`config.mk`:
```
export PLATFORM = sky130hd
export DESIGN_NAME = ethpipe_rx_slot_ctrl
export DESIGN_NICKNAME = d
export VERILOG_FILES = /design/src/rtl/ethpipe_rx_slot_ctrl.sv
export SDC_FILE = /design/constraint.sdc
export NUM_CORES = 1
export LEC_CHECK = 0
export ABC_AREA = 1
export CORE_ASPECT_RATIO = 1.5
export CORE_MARGIN = 2
export CORE_UTILIZATION = 40
export DETAILED_ROUTE_END_ITERATION = 10
export PLACE_DENSITY = 0.71
export SYNTH_ARGS = -nofsm -noshare
export SYNTH_HDL_FRONTEND = slang
export SYNTH_SLANG_ARGS = --single-unit
```
`constraint.sdc`:
```
create_clock -name pci_clk -period 9.05 [get_ports pci_clk]
set_clock_uncertainty 0.15 [all_clocks]
set_input_delay 0.905 -clock pci_clk [delete_from_list [all_inputs] [get_ports pci_clk]]
set_output_delay 0.905 -clock pci_clk [all_outputs]
set_load 0.01 [all_outputs]
```
`src/rtl/ethpipe_rx_slot_ctrl.sv`:
```
// RX slot controller: circular queue of receive slots between the GMII
// receiver and the host. It tracks descriptors (length, timestamp) per slot,
// paces rx_empty so each accepted frame yields a fresh low-to-high edge,
// counts protocol violations and coalesces host interrupts.
module ethpipe_rx_slot_ctrl #(
  parameter int SLOT_BITS = 2,
  parameter int HOLD      = 4
) (
  input  logic                 pci_clk,
  input  logic                 sys_rst,
  input  logic                 rx_complete,
  input  logic [11:0]          rx_frame_len,
  input  logic [63:0]          rx_timestamp,
  output logic                 rx_empty,
  output logic [SLOT_BITS-1:0] rx_wr_slot,
  output logic                 host_valid,
  output logic [SLOT_BITS-1:0] host_rd_slot,
  output logic [11:0]          host_frame_len,
  output logic [63:0]          host_timestamp,
  input  logic                 host_release,
  input  logic                 irq_enable,
  input  logic [SLOT_BITS:0]   irq_threshold,
  input  logic [15:0]          irq_timeout,
  output logic                 irq,
  input  logic                 irq_ack,
  output logic [SLOT_BITS:0]   fill_count,
  output logic [15:0]          err_count
);

  localparam int SLOTS = 1 << SLOT_BITS;
  localparam logic [SLOT_BITS:0] SLOTS_C = (SLOT_BITS+1)'(SLOTS);
  localparam logic [3:0] HOLD_LOAD = 4'(HOLD - 1);

  typedef enum logic [1:0] {R_READY, R_HOLD, R_FULL} r_state_t;
  typedef enum logic [1:0] {I_IDLE, I_WAIT, I_ASSERT} i_state_t;

  r_state_t r_state, r_next;
  i_state_t i_state, i_next;
  logic [3:0]  hold_cnt, hold_next;
  logic [15:0] timer, timer_next, timer_inc;

  logic [SLOT_BITS-1:0] wr_ptr, rd_ptr;
  logic [SLOT_BITS:0]   count, thr_eff;
  logic [11:0] len_mem [SLOTS];
  logic [63:0] ts_mem  [SLOTS];
  logic [11:0] host_len_p1;
  logic [63:0] host_ts_p1;

  logic accept, drop, rel_ok, rel_bad;

  // Saturating add used by the error counter (two violations can coincide).
  function automatic logic [15:0] sat_add16(input logic [15:0] a, input logic [1:0] inc);
    logic [16:0] s;
    s = {1'b0, a} + 17'(inc);
    return s[16] ? 16'hFFFF : s[15:0];
  endfunction

  // Saturating increment for the coalescing timer.
  function automatic logic [15:0] sat_inc16(input logic [15:0] a);
    return (a == 16'hFFFF) ? a : a + 16'd1;
  endfunction

  assign rx_empty = (r_state == R_READY);
  assign accept   = rx_complete & rx_empty;
  assign drop     = rx_complete & ~rx_empty;
  assign rel_ok   = host_release & (count != '0);
  assign rel_bad  = host_release & (count == '0);
  assign thr_eff  = (irq_threshold == '0) ? (SLOT_BITS+1)'(1) : irq_threshold;
  assign timer_inc = sat_inc16(timer);

  assign rx_wr_slot     = wr_ptr;
  assign host_rd_slot   = rd_ptr;
  assign fill_count     = count;
  assign host_valid     = (count != '0);
  assign host_frame_len = host_len_p1;
  assign host_timestamp = host_ts_p1;
  assign irq            = (i_state == I_ASSERT);

  // Queue pointers, occupancy, descriptor store and error counter.
  always_ff @(posedge pci_clk) begin
    if (sys_rst) begin
      wr_ptr    <= '0;
      rd_ptr    <= '0;
      count     <= '0;
      err_count <= '0;
      for (int i = 0; i < SLOTS; i++) begin
        len_mem[i] <= '0;
        ts_mem[i]  <= '0;
      end
    end else begin
      if (accept) begin
        len_mem[wr_ptr] <= rx_frame_len;
        ts_mem[wr_ptr]  <= rx_timestamp;
        wr_ptr          <= wr_ptr + 1'b1;
      end
      if (rel_ok) rd_ptr <= rd_ptr + 1'b1;
      case ({accept, rel_ok})
        2'b10:   count <= count + 1'b1;
        2'b01:   count <= count - 1'b1;
        default: count <= count;
      endcase
      err_count <= sat_add16(err_count, {1'b0, drop} + {1'b0, rel_bad});
    end
  end

  // Stage p1: registered copy of the descriptor at the read pointer.
  always_ff @(posedge pci_clk) begin
    if (sys_rst) begin
      host_len_p1 <= '0;
      host_ts_p1  <= '0;
    end else begin
      host_len_p1 <= (count != '0) ? len_mem[rd_ptr] : '0;
      host_ts_p1  <= (count != '0) ? ts_mem[rd_ptr]  : '0;
    end
  end

  // State registers for the rx_empty pacing FSM and the interrupt FSM.
  always_ff @(posedge pci_clk) begin
    if (sys_rst) begin
      r_state  <= R_READY;
      hold_cnt <= '0;
      i_state  <= I_IDLE;
      timer    <= '0;
    end else begin
      r_state  <= r_next;
      hold_cnt <= hold_next;
      i_state  <= i_next;
      timer    <= timer_next;
    end
  end

  // rx_empty pacing: hold low HOLD cycles per frame, then wait for a free slot.
  always_comb begin
    r_next    = r_state;
    hold_next = hold_cnt;
    case (r_state)
      R_READY: if (accept) begin
        r_next    = R_HOLD;
        hold_next = HOLD_LOAD;
      end
      R_HOLD: begin
        if (hold_cnt == '0) r_next = (count < SLOTS_C) ? R_READY : R_FULL;
        else                hold_next = hold_cnt - 4'd1;
      end
      R_FULL:  if (count < SLOTS_C) r_next = R_READY;
      default: r_next = R_READY;
    endcase
  end

  // Interrupt coalescing; timer_inc counts WAIT cycles including the current one.
  always_comb begin
    i_next     = i_state;
    timer_next = timer;
    case (i_state)
      I_IDLE: if (irq_enable && (count != '0)) begin
        i_next     = I_WAIT;
        timer_next = '0;
      end
      I_WAIT: begin
        timer_next = timer_inc;
        if (!irq_enable) i_next = I_IDLE;
        else if ((count >= thr_eff) ||
                 ((irq_timeout != '0) && (timer_inc == irq_timeout)))
          i_next = I_ASSERT;
      end
      I_ASSERT: if (irq_ack) i_next = I_IDLE;
      default:  i_next = I_IDLE;
    endcase
  end

endmodule

```
==> implementation parameters, run 1 <==
Parameter                              Value

Run status
  Result of the run    finished clean

Global route
  M3 GR Usage    0.0351
  Overall track demand over capacity in global routing    0.194
  GR Util met1    0.229
  Pin count of the biggest net entering global routing    93
  Number of global-route vias before repair    between 10000 and 15000
  Gr ovfl total    0
  Initial antenna violation count    1
  Busiest metal layer after global routing    met2
  Met2 track utilization from global routing    0.345
  Global-route wire length before repair    a little over 70000 um

Die
  Overall die height    264 um
  Number of rows in the core area    between 90 and 100
  Die area    ~0.047 mm2
  Top-level port count    ~200
  Die X    roughly 180 um
  Starting density of the core    0.404
  Placeable core region    0.0446 mm2

STA
  Final period utilization    0.536
  Final Critical Period    about 4.9 ns
  Final max-slew violation count    0
  Worst slew slack as a fraction of its limit    0.162
  Setup repair after global routing missed its margin    false
  Highest clock frequency the design can meet    0.206 GHz
  Transition time of the tightest slew-check pin    ~1.3 ns
  Sum of negative setup slack    0 ns
  Final count of hold timing violations    0
  Final-report setup violation count    0

Critical path
  Critical path capture point type    flip-flop
  Reg-to-Reg Start    r_state[0]
  Maximum fanout along the worst path    a little under 80
  Type of the worst setup path    input pin to flip-flop
  Setup slack, reg-to-reg    about 4.5 ns
  Worst setup path endpoint    ts_mem[0][22]
  Critical path arrival    4.86 ns
  Critical path's largest stage delay    approximately 0.9 ns
  CP Launch Point    rx_complete
  CP max stage cell    sky130_fd_sc_hd__buf_4
  Worst Setup Start Kind    input pin
  Critical path required time    approximately 9 ns
  FF-to-FF path depth    8
  Cells traversed along the worst timing path    clkdlybuf4s50_1 -> nand2_1 -> nor2_1 -> clkinv_2 -> nor2_1 -> nand2_4 -> nand2_4 -> buf_4
  Terminus of the critical flop-to-flop path    ts_mem[0][22]

Route
  Via count normalized by instance count    5.05
  Vias    ~14000
  First-pass detailed-route iteration total    5
  Sum of routed wire length over all layers    between 40000 and 50000 um
  Wirelength per Cell    around 17 um
  Starting DRT DRC Count    1038
  Post-route antenna net violation count    0
  DRC    0

Placement
  DP HPWL    between 20000 and 30000 um
  Placed standard-cell area    0.0205 mm2
  Number of I/O port buffers    between 200 and 250
  Routability congestion estimate    between 0.8 and 0.9

Finish
  Top library cells by usage in the layout, fill and taps aside    sky130_fd_sc_hd__nor2_1, sky130_fd_sc_hd__edfxtp_1, sky130_fd_sc_hd__inv_1
  Synthesis-to-finish area growth    21.3%
  Antenna cell count    0
  Most common cell after layout, fill and taps aside    sky130_fd_sc_hd__nor2_1
  Nets    about 2200
  Post-route cell area    0.0218 mm2
  Fraction of the core area covered by cells at the end of the flow    0.490
  Share of cells above drive strength 1    0.0547

Yosys
  Average cell area after synthesis    9.41 um2
  Yosys reg bits    ~430
  Cells after Synth    roughly 1900
  Ranking of synthesized cells by area    sky130_fd_sc_hd__edfxtp_1, sky130_fd_sc_hd__dfxtp_1, sky130_fd_sc_hd__nor2_1
  Netlist Area Pre-Place    between 0.015 and 0.02 mm2
  Cell taking the most area after synthesis    sky130_fd_sc_hd__edfxtp_1
  Share of synthesized cell area in and, or, nand and nor gates    0.186
  Share of synthesized area spent on multiplexers    0
  Count of unique library cells instantiated by Yosys    45
  Number of warnings issued by yosys    0
  Sequential area share after synthesis    0.644
  Net count after synthesis    just over 2000
  Synth Area in Adders    0.00709
  Xor and xnor area share after synthesis    0.00917
  Complex-gate fraction of the synthesized area    0.0861
  Synth top area share    0.507
  Main combinational cell family by area after synthesis    simple AND/OR/NAND/NOR gates

Clock tree
  Post-CTS setup buffer count    0
  Root Driver    sky130_fd_sc_hd__clkbuf_16
  CTS Buf Count    41
  Clk sinks    roughly 430
  Post-cts sizing count    0
  Insertion delay to the later sink of the worst-skew pair    ~0.55 ns
  Maximum clock path buffer count    3
  Number of buffers inserted by hold repair at cts    0
  Worst-path clk slew    approximately 0.060 ns
  CTS H-tree depth    2
  TritonCTS clock tree    done

Pwr
  Maximum resistive drop on vdd    around 0.14 mV
  Total power    5.24 mW
  Power density over the cells    around 240 mW/mm2
  Leakage Power    about 8.3 nW

Hold path
  Path type of the worst min-delay path    flip-flop to flip-flop

Flow run
  Number of max-capacitance violations reported    0
registers in the layout (all words and copies together) (netlist names):
name / flops
rx_wr_slot: 2
len_mem: 48
hold_cnt: 4
host_frame_len: 12
r_state: 2
host_timestamp: 64
err_count: 16
fill_count: 3
i_state: 2
host_rd_slot: 2
timer: 16
ts_mem: 256
worst max-delay path: cells and delay by family:
kind                   cells  cell delay, ns
AND/OR/NAND/NOR            5            1.80
buffers and inverters      3            2.07
cells by family (layout without fill, tap and decap cells):
family	Yosys count	count (layout)
adders and majority gates	9	9
xor gates and xnor gates	18	18
DFF	427	427
and+or+nand+nor	844	844
AOI/OAI and AO/OA	300	300
buffers and inverters	315	506
worst min path at each step:
stage	start	endpoint	slack [ns]	cells past startpoint
5_1_grt	hold_cnt[3]	hold_cnt[3]	0.35	2
3_5_place_dp	hold_cnt[3]	hold_cnt[3]	0.33	2
6_report	hold_cnt[3]	hold_cnt[3]	0.34	2
2_1_floorplan	hold_cnt[3]	hold_cnt[3]	0.30	2
3_3_place_gp	hold_cnt[3]	hold_cnt[3]	0.32	2
4_1_cts	hold_cnt[3]	hold_cnt[3]	0.34	2
cell type report:
cell class	count	area, um2
timing repair buffer	217	2130
inverter	214	817
sequential	427	11600
multi-input combinational	1171	5260
fill	4068	22700
tap	582	728
clock buffer	50	1080
clock inverter	25	228
power breakdown:
group          switching, mW  total (mW)  internal (mW)
clock                  0.735        1.68          0.942
combinational          0.677        1.10          0.423
sequential             0.148        2.46           2.31
cell usage after synthesis (all sizes together):
| master | count |
|---|---|
| a31oi | 3 |
| nand4 | 5 |
| clkinv | 3 |
| nor4 | 2 |
| nand2 | 130 |
| edfxtp | 304 |
| nand3b | 2 |
| or2 | 1 |
| a21oi | 110 |
| inv | 211 |
| xor2 | 12 |
| ha | 7 |
| nor3b | 1 |
| dfxtp | 123 |
| a41oi | 1 |
| o21a | 1 |
| clkbuf | 74 |
| a21boi | 1 |
| o311ai | 1 |
| fa | 2 |
| o31ai | 2 |
| xnor2 | 6 |
| nand3 | 32 |
| a2111oi | 1 |
| o21bai | 5 |
| o211ai | 1 |
| nor3 | 24 |
| buf | 27 |
| nor2 | 647 |
| o21ai | 172 |
| a211oi | 2 |
stage by stage:
step           std cells  hold WS [ns]  worst slack (ns)
2_1_floorplan       1913         0.302              1.63
3_3_place_gp        2611         0.316              3.63
3_5_place_dp        2611         0.328              3.60
4_1_cts             2686         0.340              4.15
5_1_grt             2686         0.352              3.90
6_report            2686         0.343              4.20
per-layer routing:
layer | up-vias | share of wire
met5 | - | 0.00024
met4 | 2 | 0.034
met3 | 91 | 0.070
met2 | 503 | 0.52
met1 | 6459 | 0.38
li1 | 6496 | -
Power figures use the tool's default switching activity.
==> inputs of run 2 (changes only) <==
- PLACE_DENSITY: 0.71 -> 0.73
- clock period: 9.05 -> 4.2 ns (I/O delays scaled with it)
==> run 2 against run 1 <==
Compared with the run above: clock power increased by 130%; global-route usage decreased by 0.10 points; flip-flop and latch count unchanged; sequential power increased by 110%; total power increased by 120%; combinational power increased by 130%; hold slack got worse by 0.011 ns; sequential share of layout area decreased by 0.46 points; largest power group unchanged.
==> implementation parameters, run 2 (synthesized netlist as in run 1, its figures left out) <==
Parameter                              Value

Clock tree
  Post-cts sizing count    0 (unchanged)
  Maximum clock path buffer count    3 (unchanged)
  CTS Buf Count    40 (-2.4%)
  Root Driver    sky130_fd_sc_hd__clkbuf_16
  Number of buffers inserted by hold repair at cts    0 (unchanged)
  Worst-path clk slew    0.06 ns (about the same)
  Insertion delay to the later sink of the worst-skew pair    0.55 ns (about the same)
  Post-CTS setup buffer count    0 (unchanged)
  CTS H-tree depth    2 (unchanged)
  Clk sinks    427 (unchanged)
  TritonCTS clock tree    done

STA
  Setup repair after global routing missed its margin    false
  Final period utilization    0.723
  Worst slew slack as a fraction of its limit    0.185 (+0.0229)
  Transition time of the tightest slew-check pin    1.22 ns (-0.0343 ns)
  Final count of hold timing violations    0 (unchanged)
  Highest clock frequency the design can meet    between 0.3 and 0.4 GHz
  Final max-slew violation count    0 (unchanged)
  Final-report setup violation count    0 (unchanged)
  Final Critical Period    slightly above 3 ns

Finish
  Synthesis-to-finish area growth    22.4%
  Most common cell after layout, fill and taps aside    sky130_fd_sc_hd__nor2_1
  Share of cells above drive strength 1    0.0560 (+0.00137)
  Nets    2184 (+0.092%)
  Antenna cell count    0 (unchanged)
  Number of flip-flops in the largest register    256 (unchanged)
  Biggest register    ts_mem
  Top library cells by usage in the layout, fill and taps aside    sky130_fd_sc_hd__nor2_1, sky130_fd_sc_hd__edfxtp_1, sky130_fd_sc_hd__inv_1
  Fraction of the core area covered by cells at the end of the flow    0.494 (+0.00429)

Route
  Vias    13536 (-0.11%)
  First-pass detailed-route iteration total    5 (unchanged)
  Via count normalized by instance count    5.04 (-0.19%)
  Wirelength per Cell    16.8 um (-2.4%)
  Starting DRT DRC Count    1155 (+11%)
  Sum of routed wire length over all layers    45200 um (-2.3%)
  Post-route antenna net violation count    0 (unchanged)
  DRC    0 (unchanged)

Pwr
  Net switching power figure    3.32 mW (+110%)
  Portion of total power attributed to combinational logic    0.221 (+0.011)
  Total power    11.5 mW (+120%)
  Clock group share of total power    0.333 (+0.013)
  Internal cell power    8.21 mW (+120%)
  Leakage Power    8.39 nW (+1.1%)
  Maximum resistive drop on vdd    0.312 mV (+120%)
  Sequential cell fraction of total power    0.446 (-0.024)
  Switch share    0.288 (-0.0101)
  Power density over the cells    523 mW/mm2 (+120%)

Critical path
  Critical path required time    3.63 ns (-5.43 ns)
  Maximum fanout along the worst path    77 (unchanged)
  Critical path capture point type    output port
  Type of the worst setup path    flip-flop to output port
  Cells traversed along the worst timing path    buf_4 -> clkdlybuf4s50_1
  Worst Setup Start Kind    flip-flop
  Critical path arrival    2.47 ns (-2.39 ns)
  Critical path's largest stage delay    0.82 ns (-0.07 ns)
  Buf/Inv on CP    2 (-1)
  Kind of cell with the highest combined delay on the critical path    buffers and inverters
  CP max stage cell    sky130_fd_sc_hd__buf_4

Placement
  Routability congestion estimate    0.844 (-0.34%)
  DP HPWL    25900 um (-0.83%)
  Number of I/O port buffers    202 (unchanged)

Die
  Number of rows in the core area    95 (unchanged)
  Placeable core region    0.0446 mm2 (unchanged)
  Die area    0.0468 mm2 (unchanged)
  Top-level port count    203 (unchanged)
  Die X    177 um (unchanged)
  Overall die height    264 um (unchanged)
  Starting density of the core    0.404 (unchanged)

Flow run
  Number of max-capacitance violations reported    0 (unchanged)

Global route
  Global-route wire length before repair    70700 um (-0.85%)
  Initial antenna violation count    0 (-1)
  Number of global-route vias before repair    13806 (+1.2%)
  Gr ovfl total    0 (unchanged)
  Pin count of the biggest net entering global routing    115 (+24%)
  Overall track demand over capacity in global routing    0.193 (-0.00104)

Run status
  Result of the run    finished clean

Hold path
  Path type of the worst min-delay path    flip-flop to flip-flop
==> run 2: cell types whose count changed in the layout (fill, tap and decap cells not counted), moves of 2 or more <==
| cell | delta |
|---|---|
| sky130_fd_sc_hd__buf_12 | +5 |
| sky130_fd_sc_hd__clkbuf_8 | +5 |
| sky130_fd_sc_hd__clkinv_2 | -4 |
| sky130_fd_sc_hd__buf_4 | -2 |
| sky130_fd_sc_hd__bufinv_16 | +2 |
| sky130_fd_sc_hd__clkbuf_16 | +2 |
| sky130_fd_sc_hd__clkinvlp_4 | -2 |
==> run 2: per-stage QoR <==
stage / std cells / TNS [ns] / worst slack, ns / hold slack (ns) / instance area, um2
6_report: 2688 / 0 / 1.16 / 0.332 / 22000
5_1_grt: 2688 / 0 / 0.863 / 0.359 / 22000
4_1_cts: 2688 / 0 / 1.15 / 0.339 / 22000
3_5_place_dp: 2614 / 0 / 0.914 / 0.327 / 20600
3_3_place_gp: 2614 / 0 / 0.954 / 0.317 / 20600
2_1_floorplan: 1913 / -45.66 / -0.601 / 0.302 / 18000
==> run 2: layout make-up <==
type | count | area, um2
Clock inverter | 17 | 215
Inverter | 214 | 817
Multi-Input combinational cell | 1171 | 5260
Tap cell | 582 | 728
Timing Repair Buffer | 220 | 2220
Fill cell | 3962 | 22500
Sequential cell | 427 | 11600
Clock buffer | 57 | 1200
==> run 2: power groups by stage <==
stage               Combinational, mW  Sequential (mW)  Clock, mW
floorplan                        1.31             5.31          0
global placement                 2.48             5.23          0
detailed placement               2.54             5.24          0
CTS                              2.56             5.15       3.89
global route                     2.80             5.18       4.06
finish                           2.55             5.15       3.84
==> run 2: worst reg2reg max path, cell delays in order (launching register included) <==
cell,delay [ns]
sky130_fd_sc_hd__dfxtp_1,0.38
sky130_fd_sc_hd__nor3_1,0.23
sky130_fd_sc_hd__nand2_1,0.11
sky130_fd_sc_hd__fa_1,0.36
sky130_fd_sc_hd__inv_1,0.08
sky130_fd_sc_hd__ha_1,0.18
sky130_fd_sc_hd__nand3_1,0.12
sky130_fd_sc_hd__nor2_1,0.15
sky130_fd_sc_hd__nand4_1,0.16
sky130_fd_sc_hd__nor3_2,0.19
sky130_fd_sc_hd__nand3_1,0.15
sky130_fd_sc_hd__nor2_2,0.23
sky130_fd_sc_hd__inv_1,0.19
sky130_fd_sc_hd__a21oi_1,0.17
==> run 2: worst paths after layout <==
path | start | endpoint | slack (ns) | depth (start not counted)
max reg2reg | fill_count[1] | err_count[8] | 1.28 | 13
min reg2reg | hold_cnt[3] | hold_cnt[3] | 0.33 | 2
max | host_rd_slot[1] | host_rd_slot[1] | 1.16 | 2
min | hold_cnt[3] | hold_cnt[3] | 0.33 | 2
==> run 2: layer usage <==
layer	up-vias	part of all wire	global-route usage	wire length [um]
li1	6521	-	-	-
met1	6447	0.37	0.215	16800
met2	465	0.52	0.353	23600
met3	103	0.063	0.0327	2850
met4	0	0.043	0.0907	1960
met5	-	0	0	0
==> inputs of run 3 (changes only) <==
- PLACE_DENSITY: 0.73 -> 0.71
- clock period: 4.2 -> 2.8 ns (I/O delays scaled with it)
==> run 3 against run 2 <==
Compared with the run above: global-route usage increased by 0.30 points; via count increased by 1.2%; clock power increased by 39%; hold slack got worse by 0.075 ns; worst setup slack got worse by 1.1 ns; flip-flop and latch count unchanged; combinational power increased by 55%; non-clock buffer count increased by 38; total power increased by 48%; sequential power increased by 50%; die area unchanged; sequential share of layout area decreased by 0.96 points; critical endpoint is now err_count[8]; largest power group unchanged.
==> implementation parameters, run 3 (synthesized netlist as in run 1, its figures left out) <==
Parameter                              Value

Run status
  Result of the run    finished clean

Route
  Starting DRT DRC Count    903 (-22%)
  First-pass detailed-route iteration total    7 (+2)
  Wirelength per Cell    17.0 um (+1.2%)
  DRC    0 (unchanged)
  Via count normalized by instance count    5.02 (-0.29%)
  Vias    13698 (+1.2%)
  Post-route antenna net violation count    0 (unchanged)
  Sum of routed wire length over all layers    46400 um (+2.7%)

Finish
  Post-route cell area    0.0225 mm2 (+1.9%)
  Antenna cell count    0 (unchanged)
  Multi-input gate area in the final layout    0.00536 mm2 (+2.0%)
  Most common cell after layout, fill and taps aside    sky130_fd_sc_hd__nor2_1
  Sequential cell area in the final layout    0.0116 mm2 (about the same)
  Top library cells by usage in the layout, fill and taps aside    sky130_fd_sc_hd__nor2_1, sky130_fd_sc_hd__edfxtp_1, sky130_fd_sc_hd__inv_1
  Share of cells above drive strength 1    0.0801 (+0.0241)
  Number of flip-flops in the largest register    256 (unchanged)
  Biggest register    ts_mem
  Nets    2223 (+1.8%)
  Synthesis-to-finish area growth    24.7%
  Count of filler cells inserted in the layout    3963 (+0.025%)

Clock tree
  Insertion delay to the later sink of the worst-skew pair    0.54 ns (about the same)
  Clk sinks    427 (unchanged)
  Maximum clock path buffer count    3 (unchanged)
  Worst-path clk slew    0.07 ns (about the same)
  Number of buffers inserted by hold repair at cts    0 (unchanged)
  Root Driver    sky130_fd_sc_hd__clkbuf_16
  TritonCTS clock tree    done
  CTS H-tree depth    2 (unchanged)
  CTS Buf Count    41 (+2.5%)

Critical path
  Critical path capture point type    flip-flop
  Terminus of the critical flop-to-flop path    err_count[8]
  Reg-to-Reg Start    fill_count[0]
  Critical path's largest stage delay    0.39 ns (-0.43 ns)
  Type of the worst setup path    flip-flop to flip-flop
  Dominant cell type by count on the critical path    sky130_fd_sc_hd__buf_4
  CP max stage cell    sky130_fd_sc_hd__fa_2
  Critical path arrival    3.08 ns (+0.61 ns)
  FF-to-FF path depth    15 (+2)
  Kind of cell with the highest combined delay on the critical path    buffers and inverters
  Cells traversed along the worst timing path    nor3_4 -> nand2_2 -> fa_2 -> inv_2 -> ha_4 -> nand3_4 -> nor2_4 -> nand4_1 -> buf_4 -> buf_4 -> buf_4 -> buf_4 -> buf_4 -> xor2_2 -> a21oi_2
  Critical path required time    3.11 ns (-0.52 ns)
  Worst Setup Start Kind    flip-flop
  Buf/Inv on CP    6 (+4)
  Maximum fanout along the worst path    2 (-97%)
  CP Launch Point    fill_count[0]
  Setup slack, reg-to-reg    0.03 ns (-1.25 ns)

Placement
  Setup Slack @ Placement    -0.357 ns (-1.27 ns)
  DP HPWL    26900 um (+4.1%)
  Number of I/O port buffers    202 (unchanged)
  Placed standard-cell area    0.0209 mm2 (+1.5%)
  Routability congestion estimate    0.876 (+3.7%)

Pwr
  Leakage Power    8.60 nW (+2.5%)
  Power density over the cells    759 mW/mm2 (+45%)
  Maximum resistive drop on vdd    0.506 mV (+62%)

Hold path
  Number of cells on the worst hold path    3 (+1)
  Hold Startpoint    rx_frame_len[10]
  Hold endpoint    len_mem[0][10]
  Path type of the worst min-delay path    input pin to flip-flop

Die
  Overall die height    264 um (unchanged)
  Die area    0.0468 mm2 (unchanged)
  Top-level port count    203 (unchanged)
  Placeable core region    0.0446 mm2 (unchanged)
  Starting density of the core    0.404 (unchanged)
  Number of rows in the core area    95 (unchanged)
  Die X    177 um (unchanged)

Global route
  Number of global-route vias before repair    14102 (+2.1%)
  Global-route wire length before repair    71600 um (+1.3%)
  Overall track demand over capacity in global routing    0.196 (+0.00301)
  Initial antenna violation count    2 (+2)
  Gr ovfl total    0 (unchanged)
  Pin count of the biggest net entering global routing    153 (+33%)

STA
  Worst slew slack as a fraction of its limit    0.309 (+0.125)
  Final-report setup violation count    0 (unchanged)
  Transition time of the tightest slew-check pin    1.04 ns (-0.182 ns)
  Highest clock frequency the design can meet    ~0.36 GHz
  Final critical-path setup slack    0.0293 ns (-1.13 ns)
  Final period utilization    0.990
  Setup repair after global routing missed its margin    true
  Final max-slew violation count    0 (unchanged)
  Final count of hold timing violations    0 (unchanged)
  Final Critical Period    between 2 and 3 ns

Flow run
  Number of max-capacitance violations reported    0 (unchanged)
-- run 3: cell types whose count changed in the layout (fill, tap and decap cells not counted), sizes merged --
cell / before / now
clkinvlp: 0 / 3
clkbuf: 57 / 60
bufinv: 5 / 1
buf: 18 / 56
inv: 208 / 210
clkinv: 18 / 16
-- run 3: worst max-delay path by stage --
stage | endpoint | slack (ns) | cells past startpoint
2_1_floorplan | len_mem[3][0] | -0.37 | 3
3_3_place_gp | err_count[12] | -0.13 | 14
3_5_place_dp | err_count[12] | -0.36 | 14
4_1_cts | err_count[6] | 0.01 | 19
5_1_grt | err_count[8] | -0.06 | 15
6_report | err_count[8] | 0.03 | 15
-- run 3: stage by stage --
step           TNS (ns)  power [mW]   util  hold WS, ns  cells
2_1_floorplan    -28.17        9.93      -        0.302   1913
3_3_place_gp      -1.65        11.7  0.470        0.317   2636
3_5_place_dp      -3.54        11.8  0.470        0.328   2636
4_1_cts               0        17.2  0.502        0.232   2728
5_1_grt          -0.305        17.9  0.504        0.258   2728
6_report              0        17.0  0.504        0.257   2728
-- run 3: worst register-to-register path, stage by stage (launching register included) --
cell and delay [ns]:
sky130_fd_sc_hd__dfxtp_2 0.33, sky130_fd_sc_hd__nor3_4 0.20, sky130_fd_sc_hd__nand2_2 0.09, sky130_fd_sc_hd__fa_2 0.39
sky130_fd_sc_hd__inv_2 0.08, sky130_fd_sc_hd__ha_4 0.15, sky130_fd_sc_hd__nand3_4 0.10, sky130_fd_sc_hd__nor2_4 0.11
sky130_fd_sc_hd__nand4_1 0.14, sky130_fd_sc_hd__buf_4 0.17, sky130_fd_sc_hd__buf_4 0.12, sky130_fd_sc_hd__buf_4 0.12
sky130_fd_sc_hd__buf_4 0.12, sky130_fd_sc_hd__buf_4 0.13, sky130_fd_sc_hd__xor2_2 0.15, sky130_fd_sc_hd__a21oi_2 0.14
-- run 3: where the power goes --
part           leakage, nW  switching, mW  internal, mW  total [mW]
sequential            4.16          0.285          7.47        7.75
combinational         3.81           2.40          1.54        3.94
clock                0.623           2.33          3.03        5.35
total                 8.60           5.01          12.0        17.0
-- run 3: cell type report --
class,count,area share
Sequential cell,427,0.517
Inverter,214,0.0364
Clock inverter,16,0.00568
Tap cell,582,0.0324
Clock buffer,60,0.0522
Timing Repair Buffer,258,0.118
Multi-Input combinational cell,1171,0.239
-- run 3: what timing repair did --
item,CTS,global route
resized for setup,6,22
setup buffers,16,1
endpoints found under the setup margin,1,14
pin swaps,5,8
-- run 3: layer usage --
metal,wire length [um],vias to the layer above,GRT usage
met2,24600,464,0.363
li1,-,6591,-
met1,16900,6531,0.212
met3,3000,108,0.0353
met4,1910,4,0.0925
met5,22,-,0
